<file path="config.mk">
export PLATFORM = sky130hd
export DESIGN_NAME = div_seq_flat
export DESIGN_NICKNAME = d
export VERILOG_FILES = /design/src/rtl/div_seq_if.sv /design/src/rtl/div_seq.sv /design/src/flat_wrapper.sv
export SDC_FILE = /design/constraint.sdc
export NUM_CORES = 1
export LEC_CHECK = 0
export CORE_UTILIZATION = 45
export DETAILED_ROUTE_END_ITERATION = 10
export MAX_ROUTING_LAYER = met4
export PLACE_DENSITY_LB_ADDON = 0.15
export SLEW_MARGIN = 20
export SYNTH_ARGS = -nofsm -noshare
export SYNTH_HDL_FRONTEND = slang
export SYNTH_SLANG_ARGS = --single-unit
</file>
<file path="constraint.sdc">
create_clock -name clk -period 3.1 [get_ports clk]
set_clock_uncertainty 0.05 [all_clocks]
set_input_delay 0.93 -clock clk [delete_from_list [all_inputs] [get_ports clk]]
set_output_delay 0.93 -clock clk [all_outputs]
set_load 0.1 [all_outputs]
</file>
<file path="src/rtl/div_seq_if.sv">
// Operand and result handshake bundle for the sequential signed divider.
// The master side supplies operands and accepts results; the slave side is the divider.
interface div_seq_if #(
    parameter int WIDTH_N = 16,
    parameter int WIDTH_D = 8
);
    logic                      in_valid;
    logic                      in_ready;
    logic signed [WIDTH_N-1:0] dividend;
    logic signed [WIDTH_D-1:0] divisor;
    logic                      out_valid;
    logic                      out_ready;
    logic signed [WIDTH_N-1:0] quotient;
    logic signed [WIDTH_D-1:0] remainder;
    logic                      div_by_zero;

    modport master (
        output in_valid, dividend, divisor, out_ready,
        input  in_ready, out_valid, quotient, remainder, div_by_zero
    );

    modport slave (
        input  in_valid, dividend, divisor, out_ready,
        output in_ready, out_valid, quotient, remainder, div_by_zero
    );
endinterface

</file>
<file path="src/rtl/div_seq.sv">
// Iterative signed divider: restoring radix-2 on magnitudes, one quotient bit per clock,
// signs applied afterwards so results truncate toward zero like Verilog "/" and "%".
module div_seq #(
    parameter int WIDTH_N = 16,
    parameter int WIDTH_D = 8
) (
    input  logic     clk,
    input  logic     rst_n,
    div_seq_if.slave bus
);
    localparam int CNT_W = $clog2(WIDTH_N);

    typedef enum logic [1:0] {IDLE, CALC, FIX, DONE} state_t;

    state_t               state_q, state_d;
    logic                 sign_quo_q, sign_quo_d;
    logic                 sign_rem_q, sign_rem_d;
    logic [WIDTH_N-1:0]   mag_n_q, mag_n_d;
    logic [WIDTH_D:0]     mag_d_q, mag_d_d;
    logic [WIDTH_D:0]     rem_q, rem_d;
    logic [CNT_W-1:0]     cnt_q, cnt_d;
    logic [WIDTH_N-1:0]   quotient_q, quotient_d;
    logic [WIDTH_D-1:0]   remainder_q, remainder_d;
    logic                 dbz_q, dbz_d;

    logic [WIDTH_N-1:0]   dvd_u;
    logic [WIDTH_N-1:0]   dvd_abs;
    logic [WIDTH_D:0]     dvs_ext;
    logic [WIDTH_D:0]     dvs_abs;
    logic [WIDTH_D:0]     shifted;

    // Divisor magnitude needs one extra bit so that the most negative divisor is representable.
    assign dvd_u   = bus.dividend;
    assign dvd_abs = bus.dividend[WIDTH_N-1] ? ({WIDTH_N{1'b0}} - dvd_u) : dvd_u;
    assign dvs_ext = {bus.divisor[WIDTH_D-1], bus.divisor};
    assign dvs_abs = bus.divisor[WIDTH_D-1] ? ({(WIDTH_D+1){1'b0}} - dvs_ext) : dvs_ext;
    assign shifted = {rem_q[WIDTH_D-1:0], mag_n_q[WIDTH_N-1]};

    always_comb begin
        state_d     = state_q;
        sign_quo_d  = sign_quo_q;
        sign_rem_d  = sign_rem_q;
        mag_n_d     = mag_n_q;
        mag_d_d     = mag_d_q;
        rem_d       = rem_q;
        cnt_d       = cnt_q;
        quotient_d  = quotient_q;
        remainder_d = remainder_q;
        dbz_d       = dbz_q;

        unique case (state_q)
            IDLE: begin
                if (bus.in_valid) begin
                    if (bus.divisor == '0) begin
                        quotient_d  = '1;
                        remainder_d = bus.dividend[WIDTH_D-1:0];
                        dbz_d       = 1'b1;
                        state_d     = DONE;
                    end else begin
                        sign_quo_d = bus.dividend[WIDTH_N-1] ^ bus.divisor[WIDTH_D-1];
                        sign_rem_d = bus.dividend[WIDTH_N-1];
                        mag_n_d    = dvd_abs;
                        mag_d_d    = dvs_abs;
                        rem_d      = '0;
                        cnt_d      = CNT_W'(WIDTH_N - 1);
                        state_d    = CALC;
                    end
                end
            end
            CALC: begin
                // Dividend bits leave mag_n at the top while quotient bits enter at the bottom.
                if (shifted >= mag_d_q) begin
                    rem_d   = shifted - mag_d_q;
                    mag_n_d = {mag_n_q[WIDTH_N-2:0], 1'b1};
                end else begin
                    rem_d   = shifted;
                    mag_n_d = {mag_n_q[WIDTH_N-2:0], 1'b0};
                end
                cnt_d = cnt_q - CNT_W'(1);
                if (cnt_q == '0) begin
                    state_d = FIX;
                end
            end
            FIX: begin
                quotient_d  = sign_quo_q ? ({WIDTH_N{1'b0}} - mag_n_q) : mag_n_q;
                remainder_d = WIDTH_D'(sign_rem_q ? ({(WIDTH_D+1){1'b0}} - rem_q) : rem_q);
                dbz_d       = 1'b0;
                state_d     = DONE;
            end
            DONE: begin
                if (bus.out_ready) begin
                    state_d = IDLE;
                end
            end
            default: state_d = IDLE;
        endcase
    end

    always_ff @(posedge clk or negedge rst_n) begin
        if (!rst_n) begin
            state_q     <= IDLE;
            sign_quo_q  <= 1'b0;
            sign_rem_q  <= 1'b0;
            mag_n_q     <= '0;
            mag_d_q     <= '0;
            rem_q       <= '0;
            cnt_q       <= '0;
            quotient_q  <= '0;
            remainder_q <= '0;
            dbz_q       <= 1'b0;
        end else begin
            state_q     <= state_d;
            sign_quo_q  <= sign_quo_d;
            sign_rem_q  <= sign_rem_d;
            mag_n_q     <= mag_n_d;
            mag_d_q     <= mag_d_d;
            rem_q       <= rem_d;
            cnt_q       <= cnt_d;
            quotient_q  <= quotient_d;
            remainder_q <= remainder_d;
            dbz_q       <= dbz_d;
        end
    end

    assign bus.in_ready    = (state_q == IDLE);
    assign bus.out_valid   = (state_q == DONE);
    assign bus.quotient    = quotient_q;
    assign bus.remainder   = remainder_q;
    assign bus.div_by_zero = dbz_q;

endmodule

</file>
<file path="src/flat_wrapper.sv">
// flat-port wrapper written by rule: the top's interface ports become plain ports
module div_seq_flat 
#(
    parameter int WIDTH_N = 16,
    parameter int WIDTH_D = 8
)
  (clk, rst_n, bus_in_valid, bus_dividend, bus_divisor, bus_out_ready, bus_in_ready, bus_out_valid, bus_quotient, bus_remainder, bus_div_by_zero);
  div_seq_if #(.WIDTH_N(WIDTH_N), .WIDTH_D(WIDTH_D)) bus_i ();
  input  logic clk;
  input  logic rst_n;
  input wire logic [$bits(bus_i.in_valid)-1:0] bus_in_valid;
  input wire logic [$bits(bus_i.dividend)-1:0] bus_dividend;
  input wire logic [$bits(bus_i.divisor)-1:0] bus_divisor;
  input wire logic [$bits(bus_i.out_ready)-1:0] bus_out_ready;
  output wire logic [$bits(bus_i.in_ready)-1:0] bus_in_ready;
  output wire logic [$bits(bus_i.out_valid)-1:0] bus_out_valid;
  output wire logic [$bits(bus_i.quotient)-1:0] bus_quotient;
  output wire logic [$bits(bus_i.remainder)-1:0] bus_remainder;
  output wire logic [$bits(bus_i.div_by_zero)-1:0] bus_div_by_zero;
  assign bus_i.in_valid = bus_in_valid;
  assign bus_i.dividend = bus_dividend;
  assign bus_i.divisor = bus_divisor;
  assign bus_i.out_ready = bus_out_ready;
  assign bus_in_ready = bus_i.in_ready;
  assign bus_out_valid = bus_i.out_valid;
  assign bus_quotient = bus_i.quotient;
  assign bus_remainder = bus_i.remainder;
  assign bus_div_by_zero = bus_i.div_by_zero;
  div_seq #(.WIDTH_N(WIDTH_N), .WIDTH_D(WIDTH_D)) u_core (.clk(clk), .rst_n(rst_n), .bus(bus_i));
endmodule
</file>
==> results_dict.tcl <==
set metrics [dict create \
    wl_per_cell_um 16.44 \
    worst_pin_slew_ps 731.7 \
    clkLatencyLatePin_ps 350 \
    drtIter0Drc 251 \
    num_antenna_cells 0 \
    firstDrtPassIters 5 \
    cts_made_buffers 9 \
    rsz0062_at_grt "no" \
    max_slew_margin_pct 51.07 \
    holdWs_ps 445.3 \
    synth_top_cell_area_share_pct 37.61 \
    yosys-top-cells-area "dfrtp_1 (38%), ha_1 (5.1%), o21ai_0 (5.1%)" \
    globalplace.congestion 0.8722 \
    fillers 875 \
    max-clock-path-buffers 2 \
    ys_seq_elements 66 \
    ios 55 \
    dieHeight_um 100.8 \
    syn_nets 542 \
    p_leak_nw 2.337 \
    ir_worst_vdd_v 0.0009695 \
    dpl.hpwl_um 8311 \
    power.density_mw_per_mm2 1234 \
    track_usage_pct 24.17 \
    slew_viol_final 0 \
    fmax_ghz 0.3446 \
    hold_buffers 0 \
    hp-class "reg -> reg" \
    yosys_most_used_dff "dfrtp_1" \
    finalHoldViolations 0 \
    critPathMaxFanout 13 \
    critPathLaunchType "input port" \
    tritoncts "built" \
    final_core_util_pct 58.22 \
    yosysUniqueCellTypes 61 \
    post-route-period-util_pct 93.60 \
    worstRegToRegCells 9 \
    fp.dieArea_mm2 0.01016 \
    portBuffers 54 \
    grt_start_max_net_pins 67 \
    via_per_inst 5.705 \
    synth_top_area_cell "dfrtp_1" \
    drt-total-wl_um 11500 \
    synth_commonest_cells "dfrtp_1 (66), o21ai_0 (45), nor2_1 (39)" \
    avgSynthCellArea_um2 8.872 \
    overflow 0 \
    drc 0 \
    synth-edff-count 0 \
    async_flop_share_pct 100.0 \
    fin_tns_setup_ps 0 \
    netlist_area_mm2 0.004392 \
    power_mw 6.700 \
    syn_to_final_growth_pct 23.65 \
    grt_pass1_wl_um 18410 \
    status "completed" \
    setup_violations 0 \
    crit_required_ps 3290 \
    cts_setup_buffers 0 \
    ant_nets 0 \
    vias 3988 \
    fp.coreArea_mm2 0.009328 \
    cp_data_arrival_time_ps 3090 \
    crit_type "in -> reg" \
    antenna_found_initial 0 \
    clockRootBuffer "clkbuf_8" \
    ys_seq_area_share_pct 37.61 \
    holdPathStages 2 \
    htreeDepth 3 \
    synthCells 495 \
    cts_resized 0 \
    grt_pass1_vias 3633 \
    yosys_warnings 0 \
    path_clk_slew_ps 80 \
    maxCapViolCount 0 \
    nets 612 \
    clock-sinks 66 \
    drive_gt1_share_pct 17.19 \
    dpl_cell_area_mm2 0.005206 \
    std_cell_rows 35 \
    initial_utilization_pct 47.08 \
    design_area_mm2 0.005430 \
    worst_setup_path_end_kind "flop" \
    synth.most_common_cell "dfrtp_1" \
    die_x_um 100.8 \
    finalCriticalPeriod_ps 2902 \
]
-- worst max-delay path, stage by stage --
cell,delay (ps)
clkdlybuf4s50_1,420
inv_1,90
ha_1,160
or4b_4,520
o41ai_4,350
buf_4,210
buf_12,120
o21ai_0,90
o21ai_0,110
o21ai_0,100
-- path summary, 6_finish.rpt --
path                                          from                 endpoint  slack [ps]
min in group asynchronous                    rst_n  u_core.bus.remainder[7]         540
worst max register to register  u_core.mag_n_q[15]          u_core.rem_q[6]         830
worst min-delay path             u_core.mag_d_q[5]        u_core.mag_d_q[5]         450
worst max-delay path                bus_divisor[0]  u_core.bus.remainder[7]         200
worst min register to register   u_core.mag_d_q[5]        u_core.mag_d_q[5]         450
max in group asynchronous                    rst_n        u_core.mag_d_q[8]        2170
-- stage by stage --
step / std cells / setup WS [ps]
after CTS: 699 / 216.0
after global placement: 683 / -140.7
after detailed placement: 683 / -144.2
after global routing: 699 / 80.33
after floorplan: 495 / 300.4
final: 699 / 198.4
-- final cells by class --
class | instances | area [um^2] | area share (%)
clock inverter | 7 | 100.1 | 1.843
timing repair buffer | 88 | 773.2 | 14.24
inverter | 36 | 135.1 | 2.488
sequential | 66 | 1652 | 30.41
tap | 129 | 161.4 | 2.972
multi-input combinational | 364 | 2485 | 45.76
clock buffer | 9 | 123.9 | 2.281
-- cells by family (layout without fill, tap and decap cells) --
logic type               count (synthesis)  after routing  share of synthesized area [%]
AO/OA/AOI/OAI                          160            160                          23.65
AND/OR/NAND/NOR                        119            119                          12.93
flip-flops                              66             66                          37.61
buffers and inverters                   65            140                          6.068
XOR/XNOR                                41             41                          8.177
multiplexers                            25             25                          5.983
adder cells (fa/ha/maj)                 19             19                          5.584
-- state kept, by name, summed over array words and instances (netlist names) --
signal                  flops
u_core.cnt_q                4
u_core.state_q              2
u_core.rem_q                8
u_core.sign_quo_q           1
u_core.bus.remainder        8
u_core.mag_n_q             16
u_core.bus.div_by_zero      1
u_core.bus.quotient        16
u_core.sign_rem_q           1
u_core.mag_d_q              9
-- report_power, final --
| part | internal [mW] | leakage, nW | switching, mW |
|---|---|---|---|
| clock network | 0.462 | 0.115 | 0.390 |
| registers | 1.25 | 0.742 | 0.438 |
| logic | 1.45 | 1.48 | 2.72 |
-- cell usage in the layout (no fill, tap or decap), types with 3 or more instances in the layout --
master and count:
inv_1 35, a211oi_1 5, mux2_2 9, or3_1 7, xor2_1 22, mux2i_1 15, ha_1 18, inv_6 3
xnor2_1 19, nand2b_1 7, dfrtp_1 66, nand3_1 8, buf_4 57, o21ai_0 45, buf_12 4, a31oi_1 6
a221oi_1 3, clkbuf_8 9, nor3_1 4, nor2b_1 3, a32oi_1 3, o22ai_1 21, a21o_1 4, nand2_1 34
clkdlybuf4s50_1 26, or2_2 4, o41ai_1 7, o31ai_1 10, a21oi_1 34, nor2_1 39
-- routing by layer --
| metal | vias up | part of all wire, % | track usage (%) |
|---|---|---|---|
| li1 | 1928 | - | - |
| met1 | 1930 | 51 | 35.17 |
| met2 | 119 | 42 | 34.72 |
| met3 | 11 | 5.4 | 3.606 |
| met4 | 0 | 1.2 | 7.135 |
| met5 | - | 0 | - |
Power figures use the tool's default switching activity.
